[config.mk]
export PLATFORM = sky130hd
export DESIGN_NAME = life_grid_ctrl_flat
export DESIGN_NICKNAME = d
export VERILOG_FILES = /design/src/rtl/life_grid_ctrl_if.sv /design/src/rtl/life_grid_ctrl.sv /design/src/flat_wrapper.sv
export SDC_FILE = /design/constraint.sdc
export NUM_CORES = 1
export LEC_CHECK = 0
export CAP_MARGIN = 5
export CORE_ASPECT_RATIO = 1.2
export CORE_UTILIZATION = 50
export CTS_CLUSTER_SIZE = 40
export DETAILED_ROUTE_END_ITERATION = 16
export PLACE_DENSITY_LB_ADDON = 0.1
export SYNTH_ARGS = -nofsm -noshare
export SYNTH_HDL_FRONTEND = slang
export SYNTH_SLANG_ARGS = --single-unit
[constraint.sdc]
create_clock -name clk -period 11.7 [get_ports clk]
set_input_delay 3.51 -clock clk [delete_from_list [all_inputs] [get_ports clk]]
set_output_delay 3.51 -clock clk [all_outputs]
set_load 0.02 [all_outputs]
[src/rtl/life_grid_ctrl_if.sv]
// Host-side bundle for life_grid_ctrl: step control, row load/read port and status.
interface life_grid_ctrl_if #(
  parameter int WIDTH  = 8,
  parameter int HEIGHT = 8,
  parameter int GEN_W  = 16
);
  localparam int RW = $clog2(HEIGHT);
  localparam int PW = $clog2(WIDTH*HEIGHT+1);

  logic             start;
  logic             wr_en;
  logic [RW-1:0]    wr_row;
  logic [WIDTH-1:0] wr_data;
  logic [RW-1:0]    rd_row;
  logic [WIDTH-1:0] rd_data;
  logic             busy;
  logic             done;
  logic [GEN_W-1:0] gen;
  logic [PW-1:0]    pop;

  modport master (
    output start, wr_en, wr_row, wr_data, rd_row,
    input  rd_data, busy, done, gen, pop
  );

  modport slave (
    input  start, wr_en, wr_row, wr_data, rd_row,
    output rd_data, busy, done, gen, pop
  );
endinterface

[src/rtl/life_grid_ctrl.sv]
// Row-serial Conway Life sequencer: next generation built in a shadow grid, then committed at once.
// Define LIFE_TORUS_EN to wrap grid edges; otherwise cells beyond the edge read as dead.
module life_grid_ctrl #(
  parameter int WIDTH  = 8,
  parameter int HEIGHT = 8,
  parameter int GEN_W  = 16
) (
  input  logic            clk,
  input  logic            rst,
  life_grid_ctrl_if.slave bus
);
  localparam int RW = $clog2(HEIGHT);
  localparam int PW = $clog2(WIDTH*HEIGHT+1);
  localparam logic [RW-1:0] LAST_ROW = RW'(HEIGHT-1);
`ifdef LIFE_TORUS_EN
  localparam bit TORUS = 1'b1;
`else
  localparam bit TORUS = 1'b0;
`endif

  typedef enum logic [1:0] {
    S_IDLE   = 2'd0,
    S_CALC   = 2'd1,
    S_COMMIT = 2'd2
  } state_t;

  state_t           state_q, state_d;
  logic [RW-1:0]    row_q, row_d;
  logic [PW-1:0]    acc_q, acc_d;
  logic [PW-1:0]    pop_q, pop_d;
  logic [GEN_W-1:0] gen_q, gen_d;
  logic             done_q, done_d;
  logic [WIDTH-1:0] cur_q [HEIGHT];
  logic [WIDTH-1:0] cur_d [HEIGHT];
  logic [WIDTH-1:0] nxt_q [HEIGHT];
  logic [WIDTH-1:0] nxt_d [HEIGHT];
  logic [RW-1:0]    row_up_s, row_dn_s;
  logic [WIDTH-1:0] above_s, below_s, new_row_s;

  function automatic logic [PW-1:0] popcount(input logic [WIDTH-1:0] v);
    logic [PW-1:0] s;
    s = '0;
    for (int i = 0; i < WIDTH; i++) begin
      s = s + PW'(v[i]);
    end
    return s;
  endfunction

  // Padded rows put column -1 at bit 0 and column WIDTH at bit WIDTH+1.
  function automatic logic [WIDTH-1:0] life_row(input logic [WIDTH-1:0] a,
                                                input logic [WIDTH-1:0] m,
                                                input logic [WIDTH-1:0] b);
    logic [WIDTH+1:0] ea, em, eb;
    logic [3:0]       n;
    logic [WIDTH-1:0] res;
    ea = {(TORUS ? a[0] : 1'b0), a, (TORUS ? a[WIDTH-1] : 1'b0)};
    em = {(TORUS ? m[0] : 1'b0), m, (TORUS ? m[WIDTH-1] : 1'b0)};
    eb = {(TORUS ? b[0] : 1'b0), b, (TORUS ? b[WIDTH-1] : 1'b0)};
    for (int c = 0; c < WIDTH; c++) begin
      n = 4'(ea[c]) + 4'(ea[c+1]) + 4'(ea[c+2]) + 4'(em[c]) + 4'(em[c+2])
        + 4'(eb[c]) + 4'(eb[c+1]) + 4'(eb[c+2]);
      res[c] = (n == 4'd3) || (em[c+1] && (n == 4'd2));
    end
    return res;
  endfunction

  // Neighbour rows of the row under evaluation, always taken from the committed grid.
  always_comb begin
    row_up_s = (row_q == '0) ? LAST_ROW : row_q - RW'(1);
    row_dn_s = (row_q == LAST_ROW) ? '0 : row_q + RW'(1);
    if ((row_q == '0) && (TORUS == 1'b0)) begin
      above_s = '0;
    end else begin
      above_s = cur_q[row_up_s];
    end
    if ((row_q == LAST_ROW) && (TORUS == 1'b0)) begin
      below_s = '0;
    end else begin
      below_s = cur_q[row_dn_s];
    end
    new_row_s = life_row(above_s, cur_q[row_q], below_s);
  end

  // Sequencer next-state and datapath updates.
  always_comb begin
    state_d = state_q;
    row_d   = row_q;
    acc_d   = acc_q;
    gen_d   = gen_q;
    pop_d   = pop_q;
    done_d  = 1'b0;
    cur_d   = cur_q;
    nxt_d   = nxt_q;
    case (state_q)
      S_IDLE: begin
        if (bus.wr_en) begin
          cur_d[bus.wr_row] = bus.wr_data;
        end else begin
          cur_d = cur_q;
        end
        if (bus.start) begin
          state_d = S_CALC;
          row_d   = '0;
          acc_d   = '0;
        end else begin
          state_d = S_IDLE;
        end
      end
      S_CALC: begin
        nxt_d[row_q] = new_row_s;
        acc_d        = acc_q + popcount(new_row_s);
        if (row_q == LAST_ROW) begin
          state_d = S_COMMIT;
          row_d   = row_q;
        end else begin
          state_d = S_CALC;
          row_d   = row_q + RW'(1);
        end
      end
      S_COMMIT: begin
        cur_d   = nxt_q;
        gen_d   = gen_q + GEN_W'(1);
        pop_d   = acc_q;
        done_d  = 1'b1;
        state_d = S_IDLE;
      end
      default: begin
        state_d = S_IDLE;
      end
    endcase
  end

  // State and grid registers; reset aborts any step in flight.
  always_ff @(posedge clk or posedge rst) begin
    if (rst) begin
      state_q <= S_IDLE;
      row_q   <= '0;
      acc_q   <= '0;
      gen_q   <= '0;
      pop_q   <= '0;
      done_q  <= 1'b0;
      cur_q   <= '{default: '0};
      nxt_q   <= '{default: '0};
    end else begin
      state_q <= state_d;
      row_q   <= row_d;
      acc_q   <= acc_d;
      gen_q   <= gen_d;
      pop_q   <= pop_d;
      done_q  <= done_d;
      cur_q   <= cur_d;
      nxt_q   <= nxt_d;
    end
  end

  assign bus.rd_data = cur_q[bus.rd_row];
  assign bus.busy    = (state_q != S_IDLE);
  assign bus.done    = done_q;
  assign bus.gen     = gen_q;
  assign bus.pop     = pop_q;
endmodule

[src/flat_wrapper.sv]
// flat-port wrapper written by rule: the top's interface ports become plain ports
module life_grid_ctrl_flat 
#(
  parameter int WIDTH  = 8,
  parameter int HEIGHT = 8,
  parameter int GEN_W  = 16
)
  (clk, rst, bus_start, bus_wr_en, bus_wr_row, bus_wr_data, bus_rd_row, bus_rd_data, bus_busy, bus_done, bus_gen, bus_pop);
  life_grid_ctrl_if #(.WIDTH(WIDTH), .HEIGHT(HEIGHT), .GEN_W(GEN_W)) bus_i ();
  input  logic clk;
  input  logic rst;
  input wire logic [$bits(bus_i.start)-1:0] bus_start;
  input wire logic [$bits(bus_i.wr_en)-1:0] bus_wr_en;
  input wire logic [$bits(bus_i.wr_row)-1:0] bus_wr_row;
  input wire logic [$bits(bus_i.wr_data)-1:0] bus_wr_data;
  input wire logic [$bits(bus_i.rd_row)-1:0] bus_rd_row;
  output wire logic [$bits(bus_i.rd_data)-1:0] bus_rd_data;
  output wire logic [$bits(bus_i.busy)-1:0] bus_busy;
  output wire logic [$bits(bus_i.done)-1:0] bus_done;
  output wire logic [$bits(bus_i.gen)-1:0] bus_gen;
  output wire logic [$bits(bus_i.pop)-1:0] bus_pop;
  assign bus_i.start = bus_start;
  assign bus_i.wr_en = bus_wr_en;
  assign bus_i.wr_row = bus_wr_row;
  assign bus_i.wr_data = bus_wr_data;
  assign bus_i.rd_row = bus_rd_row;
  assign bus_rd_data = bus_i.rd_data;
  assign bus_busy = bus_i.busy;
  assign bus_done = bus_i.done;
  assign bus_gen = bus_i.gen;
  assign bus_pop = bus_i.pop;
  life_grid_ctrl #(.WIDTH(WIDTH), .HEIGHT(HEIGHT), .GEN_W(GEN_W)) u_core (.clk(clk), .rst(rst), .bus(bus_i));
endmodule
[Word level (Yosys, flattened, before mapping)]
Cells that the tools add are included.
Storage, ports and cells
  register bits: 164
  latch bits: 0
  memory bits (writable): 0
  memory bits (read-only): 0
  output and inout bits: 33
  word-level logic and storage cells: 175
  memories kept: 0
Operators by class
  add/sub/neg operators: 60
  $mul: 0
  divide/modulo/power cells: 0
  $lt $le $gt $ge: 7
  equal/unequal tests: 22
  shifts and indexed selects: 0
  muxes and demuxes: 33
  bitwise operators: 5
  reduce and logical (&&, ||, !) cells: 26
Operator list (number)
  adder 4 x 1 -> 4 bit: 41
  bitwise mux 64 bit: 2
  one-hot mux 64 bit (2 select lines): 1
  binary-select mux 8 bit (select 3 bit): 4
  2-to-1 mux 8 bit: 12
  equality test 4 x 2 -> 1 bit, second input constant: 16
  2-to-1 mux 64 bit: 1
  demux 8 bit (select 3 bit): 2
  adder 7 x 1 -> 7 bit: 6
  >= comparator 4 bit, second input constant: 5
  NOT 3 -> 4 bit: 5
  adder 1 x 1 -> 2 bit: 8
  adder 16 x 1 -> 16 bit, second input constant: 1
  one-hot mux 7 bit (2 select lines): 1
  2-to-1 mux 3 bit: 4
  logical AND 1 bit: 10
  logical OR 1 bit: 8
  < comparator 4 x 1 -> 1 bit, second input constant: 2
  adder 7 bit: 1
  2-to-1 mux 7 bit: 1
  != test 2 bit, second input constant: 3
  one-hot mux 3 bit (2 select lines): 1
  nonzero test 2 bit: 3
  one-hot mux 2 bit (2 select lines): 1
  other kinds (12): 14

[Depth between registers and ports, before layout]
  depth after elaboration: 26
  depth in mapped cells: 37
  mapped depth without buffers: 30

[Worst setup path after synthesis]
OpenSTA, ideal clock, no wires.
  path kind: register to register
  start: register u_core.row_q[0]
  end: register u_core.acc_q[4]
  library setup time: 0.122 ns
  arrival time: 8.674 ns
  required time: 11.578 ns
  setup slack: 2.904 ns
  stages on the path, launching flop included: 33
  path through: dfrtp_1 buf_4 buf_6 inv_1 clkbuf_1 ha_1 buf_4 buf_4 buf_2 buf_2 a211oi_1 o31ai_1 a21oi_1 ha_1 fa_1 fa_1 inv_1 fa_1 fa_1 or4b_2 o32ai_4 a21bo_2 fa_1 fa_1 fa_1 inv_1 ha_1 inv_1 fa_1 nor2b_1 o21a_1 or3_1 a32o_1
Between the ends
  word-level cells in the longest chain between the ends: 26
  elaborated cells on any way between the ends: 110
RTL lines
  start, declared: RTL line life_grid_ctrl.sv:28  | logic [RW-1:0] row_q, row_d;
  start signal, assigned: RTL line life_grid_ctrl.sv:146  | row_q <= row_d;
  subtractor 3 x 1 -> 3 bit or zero test 3 bit (tied branches): RTL line life_grid_ctrl.sv:69, life_grid_ctrl.sv:71
  2-to-1 mux 3 bit: RTL line life_grid_ctrl.sv:69  | row_up_s = (row_q == '0) ? LAST_ROW : row_q - RW'(1);
  NOT 3 -> 4 bit (implied by the code): RTL line life_grid_ctrl.sv:74  | above_s = cur_q[row_up_s];
  binary-select mux 8 bit (select 3 bit): RTL line life_grid_ctrl.sv:74
  2-to-1 mux 8 bit (implied by the code) (2 in series): RTL line life_grid_ctrl.sv:74
  2-to-1 mux 8 bit: RTL line life_grid_ctrl.sv:71  | if ((row_q == '0) && (TORUS == 1'b0)) begin
  adder 1 x 1 -> 2 bit: RTL line life_grid_ctrl.sv:60  | n = 4'(ea[c]) + 4'(ea[c+1]) + 4'(ea[c+2]) + 4'(em[c]) + 4'(em[c+2])
  adder 4 x 1 -> 4 bit (3 in series): RTL line life_grid_ctrl.sv:60
  adder 4 x 1 -> 4 bit (3 in series): RTL line life_grid_ctrl.sv:61  | + 4'(eb[c]) + 4'(eb[c+1]) + 4'(eb[c+2]);
  equality test 4 x 2 -> 1 bit: RTL line life_grid_ctrl.sv:62  | res[c] = (n == 4'd3) || (em[c+1] && (n == 4'd2));
  logical AND 1 bit: RTL line life_grid_ctrl.sv:62
  logical OR 1 bit: RTL line life_grid_ctrl.sv:62
  adder 1 x 1 -> 2 bit: RTL line life_grid_ctrl.sv:44  | s = s + PW'(v[i]);
  adder 7 x 1 -> 7 bit (5 in series): RTL line life_grid_ctrl.sv:44
  adder 7 x 1 -> 7 bit *: RTL line life_grid_ctrl.sv:44
  adder 7 bit *: RTL line life_grid_ctrl.sv:111  | acc_d = acc_q + popcount(new_row_s);
  one-hot mux 7 bit (2 select lines) *: RTL line life_grid_ctrl.sv:94  | case (state_q)
  end signal, assigned: RTL line life_grid_ctrl.sv:138  | acc_q <= '0;
  end signal, assigned: RTL line life_grid_ctrl.sv:147  | acc_q <= acc_d;
  end, declared: RTL line life_grid_ctrl.sv:29  | logic [PW-1:0] acc_q, acc_d;
Every way passes the cells marked *; elsewhere a longest branch is shown, timed or not. The select of a mux whose other input is x is not followed.
A chain may end at the register's enable or synchronous reset.

[Final worst setup path]
Same ends and word-level chain as after synthesis.

==> key figures <==
Status
  • Status: completed

Floorplanning
  • Core box area: 22400 um2
  • Die height: 168 um
  • Initial Util: 50.9%
  • Die W: 140 um
  • Cell Rows: 60
  • Die area: 23400 um2
  • I/O Pins: 51

Logic synthesis
  • Avg Inst Size Synth: 10.7 um2
  • Main synth FF type: dfrtp_1
  • Synthesis warning total: 0
  • Synth Instances: 1066
  • Seq/Total Area, Yosys: 35.9%
  • Mapped Area: 11400 um2
  • EDFF count, synth: 0
  • Synth async-reset ratio: 100%
  • Count of cell types in the netlist: 65
  • Syn Nets: 1154
  • #FFs+latches synth: 164

Worst setup path
  • Critical path type: reg2reg
  • Crit path max fanout: 47
  • Slowest library cell on the worst path: dfrtp_4
  • WP data required: 12.03 ns
  • Reg2reg setup slack: 1.78 ns
  • Worst setup EP type: register
  • Crit-path most repeated cell: fa_1
  • CP startpoint kind: register
  • CP Data Arrival Time: 10.25 ns
  • Worst path max stage delay: 0.83 ns

Timing
  • Final cycle utilization of the critical path: 84.8%
  • Hold Vio Cnt, Final: 0
  • Fin Setup TNS: 0 ns
  • Clk_skew: 0.0126 ns
  • Max Clk Rate: 101 MHz
  • Hold WS: 0.472 ns
  • Slew Viols, Final: 0
  • Slew HR: 23.1%
  • Slew @ Worst Pin: 1.14 ns
  • Setup-failing EPs final: 0
  • Final Critical Period: 9.92 ns
  • RSZ-0062 raised after global routing: no

Route
  • Vias/cell: 6.36
  • Final ANT Viol Nets: 0
  • Detailed Route WL: 31800 um
  • WL/cell: 23.6 um
  • DRC viols: 0
  • Drt pass-1 iters: 5
  • First DRT Iteration DRCs: 952
  • Vias: 8576

Layout
  • Antenna cells: 0
  • Most common cell after layout, fill and taps aside: mux2i_1
  • Final Net Count: 1145
  • Fraction of layout cells with a size suffix above 1: 10.9%
  • Most frequent cells in the layout: mux2i_1, dfrtp_1, nand2_1
  • Fin cells: 1349
  • Fill count: 1963
  • Area delta synth->final: 9.37%
  • Final core utilization: 55.6%

Min path
  • HP Class: reg2reg

Global routing
  • Vias in the first global route: 8311
  • Grt total ovfl: 0
  • Initial antenna violation count: 0
  • Global-route wire length before repair: 50200 um
  • Total Routing Usage GR: 28.3%
  • Largest net degree at the start of global routing: 103

CTS
  • Hold-fix buffers, CTS: 0
  • Skew-Pair Late Insertion Delay: 0.44 ns
  • Clock net sink count: 164
  • Clock Pin Slew Worst Setup and Hold Paths: 0.07 ns
  • Htree depth: 4
  • Root buf cell: clkbuf_16
  • TritonCTS Buffers: 17
  • CTS tree: done
  • Clk buf depth: 2
  • CTS resizes: 0
  • Setup Buffers After CTS: 0

Placement
  • Dpl cells: 1317
  • Final RePlAce weighted congestion: 0.906
  • DP HPWL: 22100 um
  • Buffers on Ports: 50

Job
  • Max-cap violations: 0
## flip-flops by register name (all words and copies together) (netlist names)
register,cells
u_core.cur_q,64
u_core.nxt_q,64
u_core.bus.gen,16
u_core.acc_q,7
u_core.bus.pop,7
u_core.row_q,3
u_core.state_q,2
u_core.bus.done,1
## stage by stage
stage	cell area, um2	setup slack, ns
2_1_floorplan	11400	2.90
3_3_place_gp	11900	1.96
3_5_place_dp	11900	1.81
4_1_cts	12500	1.82
5_1_grt	12500	1.30
6_report	12500	1.78
## final cells by class
type                    instances  area (um2)  area share [%]
multi-input cells             757        6640            53.2
flip-flops and latches        164        4110            32.9
repair buffers                 60         576            4.61
clock buffers                  18         439            3.52
well taps                     279         349            2.80
inverters                      57         219            1.75
clock inverters                14         159            1.27
## critical path: cells and delay by family, from the launching register on
| kind | cells | cell delay [ns] |
|---|---|---|
| compound gates | 7 | 2.00 |
| fa+ha+maj | 11 | 5.15 |
| flops | 1 | 0.83 |
| simple gates | 3 | 0.70 |
| buf+inv | 7 | 1.11 |
## cell families after synthesis
| family | after synthesis | synth area share (%) |
|---|---|---|
| DFF | 164 | 35.9 |
| muxes | 226 | 23.5 |
| AOI/OAI and AO/OA | 239 | 13.6 |
| adders and majority gates | 70 | 9.78 |
| xor gates and xnor gates | 17 | 1.30 |
| buffers and inverters | 145 | 5.98 |
| and+or+nand+nor | 205 | 9.88 |
## routing by layer
metal  vias up  wire length (um)  GRT usage, %
met5         -                 0             0
met4         0               925          9.99
met3        53              1730          3.49
met2       326             14300          42.5
met1      4317             14900          42.0
li1       3880                 -             -
## path summary, 6_finish.rpt
path,start,endpoint,depth (start not counted)
max,u_core.row_q[0]$_DFFE_PP0P_,u_core.acc_q[4]$_DFFE_PP0P_,28
min,u_core.bus.gen[15]$_DFFE_PP0P_,u_core.bus.gen[15]$_DFFE_PP0P_,1
max reg2reg,u_core.row_q[0]$_DFFE_PP0P_,u_core.acc_q[4]$_DFFE_PP0P_,28
min reg2reg,u_core.bus.gen[15]$_DFFE_PP0P_,u_core.bus.gen[15]$_DFFE_PP0P_,1
max in group asynchronous,rst,u_core.cur_q[7]$_DFFE_PP0P_,3
min in group asynchronous,rst,u_core.bus.gen[14]$_DFFE_PP0P_,2
## cells in the mapped netlist (3+ instances only)
library cell  instances  share of area [%]
xor2_1                5               0.38
and3_1                9               0.49
buf_2                24                1.1
and4_1                4               0.31
o31ai_1               4               0.26
a21oi_1              12               0.53
or3_1                 4               0.22
buf_1                11               0.36
nor4b_1               3               0.23
nand3_1              11               0.48
a22oi_1              16                1.1
clkbuf_1             29               0.95
clkinv_1              3              0.099
nor3_4                3               0.43
and2_1               23                1.3
mux4_2               32                6.3
nor2b_1              11               0.60
or4b_2                3               0.26
nor2_1               11               0.36
inv_1                54                1.8
nand4_1               4               0.22
nand2_1              92                3.0
a221o_1               6               0.53
a31oi_1              65                3.6
a22o_1                7               0.54
o21ai_0              63                2.8
buf_4                19                1.2
xnor2_1              12               0.92
nand2_2               3               0.16
nand2b_1              9               0.49
mux2i_1             177                 16
fa_1                 32                5.6
a211oi_1              4               0.26
buf_6                 5               0.49
nor3b_1               3               0.20
dfrtp_1             164                 36
o311ai_0              4               0.31
o21ai_1              29                1.3
a21boi_0              9               0.59
mux2_2               17                1.7
ha_1                 38                4.2
Power is not shown: default switching activity piles up to over one toggle a cycle in this logic, so the estimate is an artifact.
